### src/rtl/router_pkt_src.sv
// router_pkt_src: builds header + payload + parity packets from a host-loaded buffer for the router input port.
// Optional define PKT_SRC_PARITY_CORRUPT_EN adds a 'corrupt' input that inverts the transmitted parity byte.
module router_pkt_src #(
  parameter int MAX_LEN  = 63,
  parameter int ERR_WAIT = 3
) (
  input  logic       clk,
  input  logic       rstn,
  input  logic       buf_we,
  input  logic [5:0] buf_addr,
  input  logic [7:0] buf_wdata,
  input  logic       start,
  input  logic [1:0] dest,
  input  logic [5:0] len,
`ifdef PKT_SRC_PARITY_CORRUPT_EN
  input  logic       corrupt,
`endif
  output logic       start_ready,
  output logic       bad_req,
  output logic [7:0] data_out,
  output logic       pkt_valid,
  input  logic       busy,
  input  logic       err,
  output logic       done,
  output logic       err_flag
);

  typedef enum logic [2:0] {
    S_IDLE,
    S_HDR,
    S_SEND,
    S_PAR,
    S_CHK,
    S_DONE
  } state_t;

  localparam logic [6:0] MAX_LEN_W = 7'(MAX_LEN);
  localparam logic [5:0] WAIT_LAST = 6'(ERR_WAIT - 1);

  logic [7:0] buf_mem [0:MAX_LEN];

  state_t     state_q, state_d;
  logic [7:0] data_out_q, data_out_d;
  logic       pkt_valid_q, pkt_valid_d;
  logic       done_q, done_d;
  logic       bad_req_q, bad_req_d;
  logic       err_flag_q, err_flag_d;
  logic       start_ready_q, start_ready_d;
  logic [5:0] idx_q, idx_d;
  logic [5:0] cnt_q, cnt_d;
  logic [5:0] len_q, len_d;
  logic [7:0] parity_q, parity_d;
  logic       corrupt_q, corrupt_d;

  logic       corrupt_in;
  logic       req_ok;
  logic [5:0] rd_addr;
  logic [7:0] rd_byte;
  logic [7:0] par_next;

`ifdef PKT_SRC_PARITY_CORRUPT_EN
  assign corrupt_in = corrupt;
`else
  assign corrupt_in = 1'b0;
`endif

  always_ff @(posedge clk) begin
    if (buf_we && ({1'b0, buf_addr} <= MAX_LEN_W)) begin
      buf_mem[buf_addr] <= buf_wdata;
    end
  end

  assign req_ok = (dest != 2'd3) && (len != 6'd0) && ({1'b0, len} <= MAX_LEN_W);

  // Next payload byte; a write landing on that entry in the same cycle is forwarded.
  assign rd_addr  = (state_q == S_HDR) ? 6'd0 : (idx_q + 6'd1);
  assign rd_byte  = (buf_we && (buf_addr == rd_addr)) ? buf_wdata : buf_mem[rd_addr];
  assign par_next = parity_q ^ data_out_q;

  always_comb begin
    state_d     = state_q;
    data_out_d  = data_out_q;
    pkt_valid_d = pkt_valid_q;
    done_d      = 1'b0;
    bad_req_d   = 1'b0;
    err_flag_d  = err_flag_q;
    idx_d       = idx_q;
    cnt_d       = cnt_q;
    len_d       = len_q;
    parity_d    = parity_q;
    corrupt_d   = corrupt_q;
    case (state_q)
      S_IDLE: begin
        pkt_valid_d = 1'b0;
        data_out_d  = 8'h00;
        if (start) begin
          if (req_ok) begin
            len_d       = len;
            corrupt_d   = corrupt_in;
            err_flag_d  = 1'b0;
            data_out_d  = {len, dest};
            pkt_valid_d = 1'b1;
            state_d     = S_HDR;
          end else begin
            bad_req_d = 1'b1;
          end
        end
      end
      S_HDR: begin
        if (!busy) begin
          parity_d   = data_out_q;
          idx_d      = 6'd0;
          data_out_d = rd_byte;
          state_d    = S_SEND;
        end
      end
      S_SEND: begin
        if (!busy) begin
          parity_d = par_next;
          idx_d    = idx_q + 6'd1;
          if (idx_q == len_q - 6'd1) begin
            data_out_d  = corrupt_q ? ~par_next : par_next;
            pkt_valid_d = 1'b0;
            state_d     = S_PAR;
          end else begin
            data_out_d = rd_byte;
          end
        end
      end
      // pkt_valid is low here, so busy cannot stall the parity byte.
      S_PAR: begin
        data_out_d = 8'h00;
        cnt_d      = 6'd0;
        state_d    = S_CHK;
      end
      S_CHK: begin
        err_flag_d = err_flag_q | err;
        if (cnt_q == WAIT_LAST) begin
          done_d  = 1'b1;
          state_d = S_DONE;
        end else begin
          cnt_d = cnt_q + 6'd1;
        end
      end
      S_DONE: begin
        state_d = S_IDLE;
      end
      default: begin
        state_d = S_IDLE;
      end
    endcase
    start_ready_d = (state_d == S_IDLE);
  end

  always_ff @(posedge clk) begin
    if (!rstn) begin
      state_q       <= S_IDLE;
      data_out_q    <= 8'h00;
      pkt_valid_q   <= 1'b0;
      done_q        <= 1'b0;
      bad_req_q     <= 1'b0;
      err_flag_q    <= 1'b0;
      start_ready_q <= 1'b1;
      idx_q         <= 6'd0;
      cnt_q         <= 6'd0;
      len_q         <= 6'd0;
      parity_q      <= 8'h00;
      corrupt_q     <= 1'b0;
    end else begin
      state_q       <= state_d;
      data_out_q    <= data_out_d;
      pkt_valid_q   <= pkt_valid_d;
      done_q        <= done_d;
      bad_req_q     <= bad_req_d;
      err_flag_q    <= err_flag_d;
      start_ready_q <= start_ready_d;
      idx_q         <= idx_d;
      cnt_q         <= cnt_d;
      len_q         <= len_d;
      parity_q      <= parity_d;
      corrupt_q     <= corrupt_d;
    end
  end

  assign start_ready = start_ready_q;
  assign bad_req     = bad_req_q;
  assign data_out    = data_out_q;
  assign pkt_valid   = pkt_valid_q;
  assign done        = done_q;
  assign err_flag    = err_flag_q;

endmodule
### config.mk
export PLATFORM = sky130hd
export DESIGN_NAME = router_pkt_src
export DESIGN_NICKNAME = d
export VERILOG_FILES = /design/src/rtl/router_pkt_src.sv
export SDC_FILE = /design/constraint.sdc
export NUM_CORES = 1
export LEC_CHECK = 0
export ABC_CLOCK_PERIOD_IN_PS = 3650
export CORE_MARGIN = 5
export CORE_UTILIZATION = 65
export DETAILED_ROUTE_END_ITERATION = 10
export PLACE_DENSITY = 0.82
export SLEW_MARGIN = 10
export SYNTH_ARGS = -nofsm -noshare
export SYNTH_HDL_FRONTEND = slang
export SYNTH_SLANG_ARGS = --single-unit
### constraint.sdc
create_clock -name clk -period 3.65 [get_ports clk]
set_input_delay 0.365 -clock clk [delete_from_list [all_inputs] [get_ports clk]]
set_output_delay 0.365 -clock clk [all_outputs]
set_load 0.005 [all_outputs]
==> results of run 1 <==
metrics by stage:
stage | instances | hold slack, ps | setup slack (ps) | area, um2 | power, uW
global placement | 2240 | 503 | 488 | 25400 | 8160
global route | 2340 | 212 | 64.6 | 27100 | 13800
finish | 2342 | 217 | 69.1 | 27100 | 13500
CTS | 2340 | 188 | 338 | 27100 | 13500
detailed placement | 2240 | 505 | 362 | 25400 | 8190
floorplan | 1733 | 464 | 1170 | 24000 | 7740
where the power goes:
group	total [uW]	switching, uW	internal (uW)
clock	5390	2300	3090
sequential	7040	44.9	6990
combinational	1060	712	349
per-layer routing:
layer / track usage / routed length (um) / vias up
met5: 0 / 0 / -
met1: 0.471 / 24900 / 8122
met3: 0.0717 / 9590 / 243
met4: 0.153 / 3560 / 0
li1: - / - / 6989
met2: 0.519 / 31800 / 1389
cell usage after synthesis, types with 27 or more instances:
library cell | number | area (um2)
a211oi_1 | 39 | 293
a21oi_1 | 63 | 315
buf_2 | 53 | 265
clkbuf_1 | 45 | 169
dfxtp_1 | 42 | 841
edfxtp_1 | 512 | 15400
mux2_2 | 30 | 338
mux2i_1 | 77 | 771
nand2_1 | 108 | 405
nand3_1 | 34 | 170
nor2_1 | 129 | 484
nor2b_1 | 27 | 169
o21ai_0 | 82 | 410
final cells by class:
class                   count  area [um2]  area share
inverters                  12        45.0     0.00166
flip-flops and latches    554       16200       0.599
multi-input cells        1037        7090       0.262
well taps                 468         586      0.0216
clock inverters            38         299      0.0110
diodes                      2        5.00    0.000185
clock buffers              62        1400      0.0518
repair buffers            169        1430      0.0528
worst max-delay path, stage by stage (launching register included):
cell and delay [ps]:
dfxtp_1 420, ha_4 520, inv_2 240, buf_4 280, o211ai_1 210, a21oi_1 100, a2111oi_0 890, a31oi_1 170
a311oi_1 450, o32ai_1 160
cell families (layout without fill, tap and decap cells):
kind of cell               after synthesis  after routing  share of synthesized area
and+or+nand+nor                        438            438                     0.0910
other                                    0              2                          0
DFF                                    554            554                      0.675
xor gates and xnor gates                28             28                     0.0117
AOI/OAI and AO/OA                      450            450                      0.134
buffers and inverters                  142            281                     0.0317
adders and majority gates                4              4                    0.00208
muxes                                  117            117                     0.0550
path summary, 6_finish.rpt:
check | start | cells past startpoint | to
setup / recovery | idx_q[1] | 9 | data_out[7]
hold / removal | buf_wdata[2] | 1 | buf_mem[23][2]
setup reg to reg | idx_q[1] | 9 | data_out[7]
hold reg to reg | cnt_q[5] | 2 | cnt_q[5]
sequential cells by signal, summed over array words and instances, names as in the netlist:
register / count
cnt_q: 6
data_out: 8
state_q: 3
start_ready: 1
parity_q: 8
err_flag: 1
idx_q: 6
buf_mem: 512
bad_req: 1
len_q: 6
done: 1
pkt_valid: 1
==> results.yml, run 1 <==
outcome:
  outcome: "finished clean"
yosys:
  synth.net_count: 1765
  synth_edf_count: 512
  ys_ff_latch: 554
  syn_inst: 1733
  ys_warn_count: 0
  avgSynthCellArea_um2: 13.9
  yosysSeqAreaShare: 0.675
  syn-cell-area_mm2: 0.0240
  synth_flop_cell: "edfxtp_1"
  synthArstFlopShare: 0
  synth.distinct_cells: 96
timing:
  max_freq_ghz: 0.279
  post-route-period-util: 0.981
  skew_ps: 20.2
  tightest_slew_ps: 1000
  setup_tns_ps: 0
  slew_headroom: 0.316
  finalSetupViolCount: 0
  maxSlewViolCount: 0
  period_minus_slack_ps: 3580
  rsz0062_at_grt: "no"
  hold_viol: 0
die:
  die_area_mm2: 0.0409
  io-pin-count: 41
  floorplan.rows: 70
  start_util: 0.658
  core_area_mm2: 0.0365
  die_h_um: 202
  die_w_um: 202
drt:
  wl_per_cell_um: 29.9
  vias: 16743
  drtIter0Drc: 2572
  wirelength_um: 69900
  ant_nets: 0
  drc_errors: 0
  drtPass1Iterations: 6
  avgViaCountPerCell: 7.15
pwr:
  p_per_area_mw_per_mm2: 498
  ir_worst_vdd_mv: 0.403
  p_leak_uw: 0.00881
placed_design:
  gp_congestion: 1.00
  io_buffers: 40
  hpwl_um: 44100
cts:
  clock-root-buffer: "clkbuf_16"
  ctsLongestPathBuffers: 3
  clock_sinks: 554
  cts_tree: "yes"
  cts.clk_slew.worst_paths_ps: 70
  cts_hold_buf: 0
  cts_setup_buffers: 0
  cts_buffers: 53
  clk_latency_ps: 610
  htree_levels: 2
  cts_resized: 0
job:
  maxCapViolCount: 0
grt:
  grt_pass1_vias: 16168
  grt_max_degree: 77
  grt_pass1_wl_um: 103000
  track_usage: 0.337
  grt.overflow.total: 0
  antenna_found_initial: 0
layout:
  nNetsFinal: 1859
  mostFrequentLayoutCells: "edfxtp_1, nor2_1, buf_4"
  layout-drive-gt1-share: 0.157
  final_core_util: 0.741
  final_common_cell: "edfxtp_1"
  areaGrowthSynthToFinish_pct: 12.7
  nFillCells: 2257
critical_path:
  setup.worst_path.end_class: "flip-flop"
  critPathKind: "flip-flop to flip-flop"
  arrival_ps: 4060
  start_kind: "flip-flop"
  cp.required_ps: 4130
  crit_fanout: 18
  rrSetupSlack_ps: 70
min_path:
  hp-class: "primary input to flip-flop"
Note: power is estimated with default switching activity, not from simulation.
==> run 2, diff against run 1 <==
--- a/config.mk
+++ b/config.mk
@@ -5,11 +5,10 @@
 export SDC_FILE = /design/constraint.sdc
 export NUM_CORES = 1
 export LEC_CHECK = 0
-export ABC_CLOCK_PERIOD_IN_PS = 3650
-export CORE_MARGIN = 5
-export CORE_UTILIZATION = 65
+export ABC_CLOCK_PERIOD_IN_PS = 3600
+export CORE_UTILIZATION = 62
 export DETAILED_ROUTE_END_ITERATION = 10
-export PLACE_DENSITY = 0.82
+export PLACE_DENSITY = 0.79
 export SLEW_MARGIN = 10
 export SYNTH_ARGS = -nofsm -noshare
 export SYNTH_HDL_FRONTEND = slang
==> constraint.sdc (replaced) <==
create_clock -name clk -period 3.6 [get_ports clk]
set_input_delay 0.36 -clock clk [delete_from_list [all_inputs] [get_ports clk]]
set_output_delay 0.36 -clock clk [all_outputs]
set_load 0.005 [all_outputs]
==> results.yml, run 2 (synthesis gave the netlist of run 1 again) <==
outcome:
  outcome: "finished clean"
cts:
  cts_hold_buf: 0
  clock-root-buffer: "clkbuf_16"
  cts_resized: 0
  cts.clk_slew.worst_paths_ps: 70
  cts_buffers: 54
  cts_setup_buffers: 0
  cts_tree: "yes"
  ctsLongestPathBuffers: 3
  htree_levels: 2
  clock_sinks: 554
  clk_latency_ps: 630
grt:
  antenna_found_initial: 0
  grt.overflow.total: 0
  grt_max_degree: 65
  track_usage: 0.369
  grt_pass1_wl_um: 105000
  grt_pass1_vias: 16267
timing:
  finalSetupViolCount: 0
  tightest_slew_ps: 1210
  slew_headroom: 0.194
  hold_viol: 0
  period_minus_slack_ps: 3420
  max_freq_ghz: 0.292
  setup_tns_ps: 0
  maxSlewViolCount: 0
  post-route-period-util: 0.951
  skew_ps: 42.3
  hold_ws_ps: 120
  rsz0062_at_grt: "no"
  fin_ws_ps: 177
placed_design:
  gp_congestion: 0.965
  io_buffers: 40
  pre_cts_ws_ps: 339
  hpwl_um: 45100
job:
  maxCapViolCount: 0
critical_path:
  r2r_cells: 8
  path_delay_family: "simple AND/OR/NAND/NOR gates"
  r2r_end: "data_out[2]"
  slowest_delay_ps: 610
  critPathKind: "flip-flop to flip-flop"
  arrival_ps: 4000
  r2r_start: "state_q[0]"
  crit_fanout: 35
  setup.worst_path.end_class: "flip-flop"
  slowest_stage: "or3b_4"
  path_cells: "or3b_4, nand2_1, buf_12, a211oi_1, o311ai_0, a21oi_1, nor4b_1, o31a_1"
  cp.required_ps: 4180
  crit_path_start: "state_q[0]"
  start_kind: "flip-flop"
  worst-path-buf-inv: 1
  rrSetupSlack_ps: 180
pwr:
  total_power_uw: 13800
  p_per_area_mw_per_mm2: 508
  ir_worst_vdd_mv: 0.411
  p_leak_uw: 0.00889
min_path:
  hp-class: "primary input to flip-flop"
  worstHoldStart: "buf_wdata[2]"
  min_path_cells: 1
  min_to: "buf_mem[43][2]"
die:
  start_util: 0.634
  floorplan.rows: 71
  io-pin-count: 41
  die_h_um: 199
  core_area_mm2: 0.0379
  die_w_um: 199
  die_area_mm2: 0.0395
layout:
  mostFrequentLayoutCells: "edfxtp_1, buf_4, nor2_1"
  final_common_cell: "edfxtp_1"
  n_antenna_cell: 0
  top_register: "buf_mem"
  layout-drive-gt1-share: 0.163
  nNetsFinal: 1874
  areaGrowthSynthToFinish_pct: 13.4
  largest_register_ffs: 512
  final_core_util: 0.719
drt:
  vias: 16695
  wirelength_um: 70800
  drtIter0Drc: 2911
  avgViaCountPerCell: 6.97
  drtPass1Iterations: 6
  drc_errors: 0
  ant_nets: 0
  wl_per_cell_um: 29.6
-- run 2: per-stage QoR --
step / cells / instance area, um2
2_1_floorplan: 1733 / 24000
3_3_place_gp: 2297 / 25500
4_1_cts: 2395 / 27300
3_5_place_dp: 2297 / 25500
5_1_grt: 2395 / 27300
6_report: 2395 / 27300
-- run 2: layout make-up --
type | count | area, um2
clock buffers | 60 | 1400
clock inverters | 38 | 348
fillers | 2491 | 10700
inverters | 12 | 45.0
multi-input cells | 1037 | 7090
flip-flops and latches | 554 | 16200
well taps | 511 | 639
repair buffers | 183 | 1520
-- run 2: worst max path at each step --
stage	endpoint	slack [ps]	depth (start not counted)
finish	data_out[2]	180	8
global route	data_out[2]	90	8
CTS	data_out[2]	260	8
detailed placement	data_out[2]	340	8
global placement	data_out[0]	370	7
floorplan	data_out[3]	1120	9
-- run 2: per-layer routing --
metal  GRT usage  wire [um]
met1       0.514      25600
met3      0.0790       9890
met5      0.0128         67
met4       0.173       3350
met2       0.557      31900
-- run 2: where the power goes --
part	switching (uW)	internal [uW]
Sequential	46.5	7090
Combinational	707	362
Clock	2430	3210
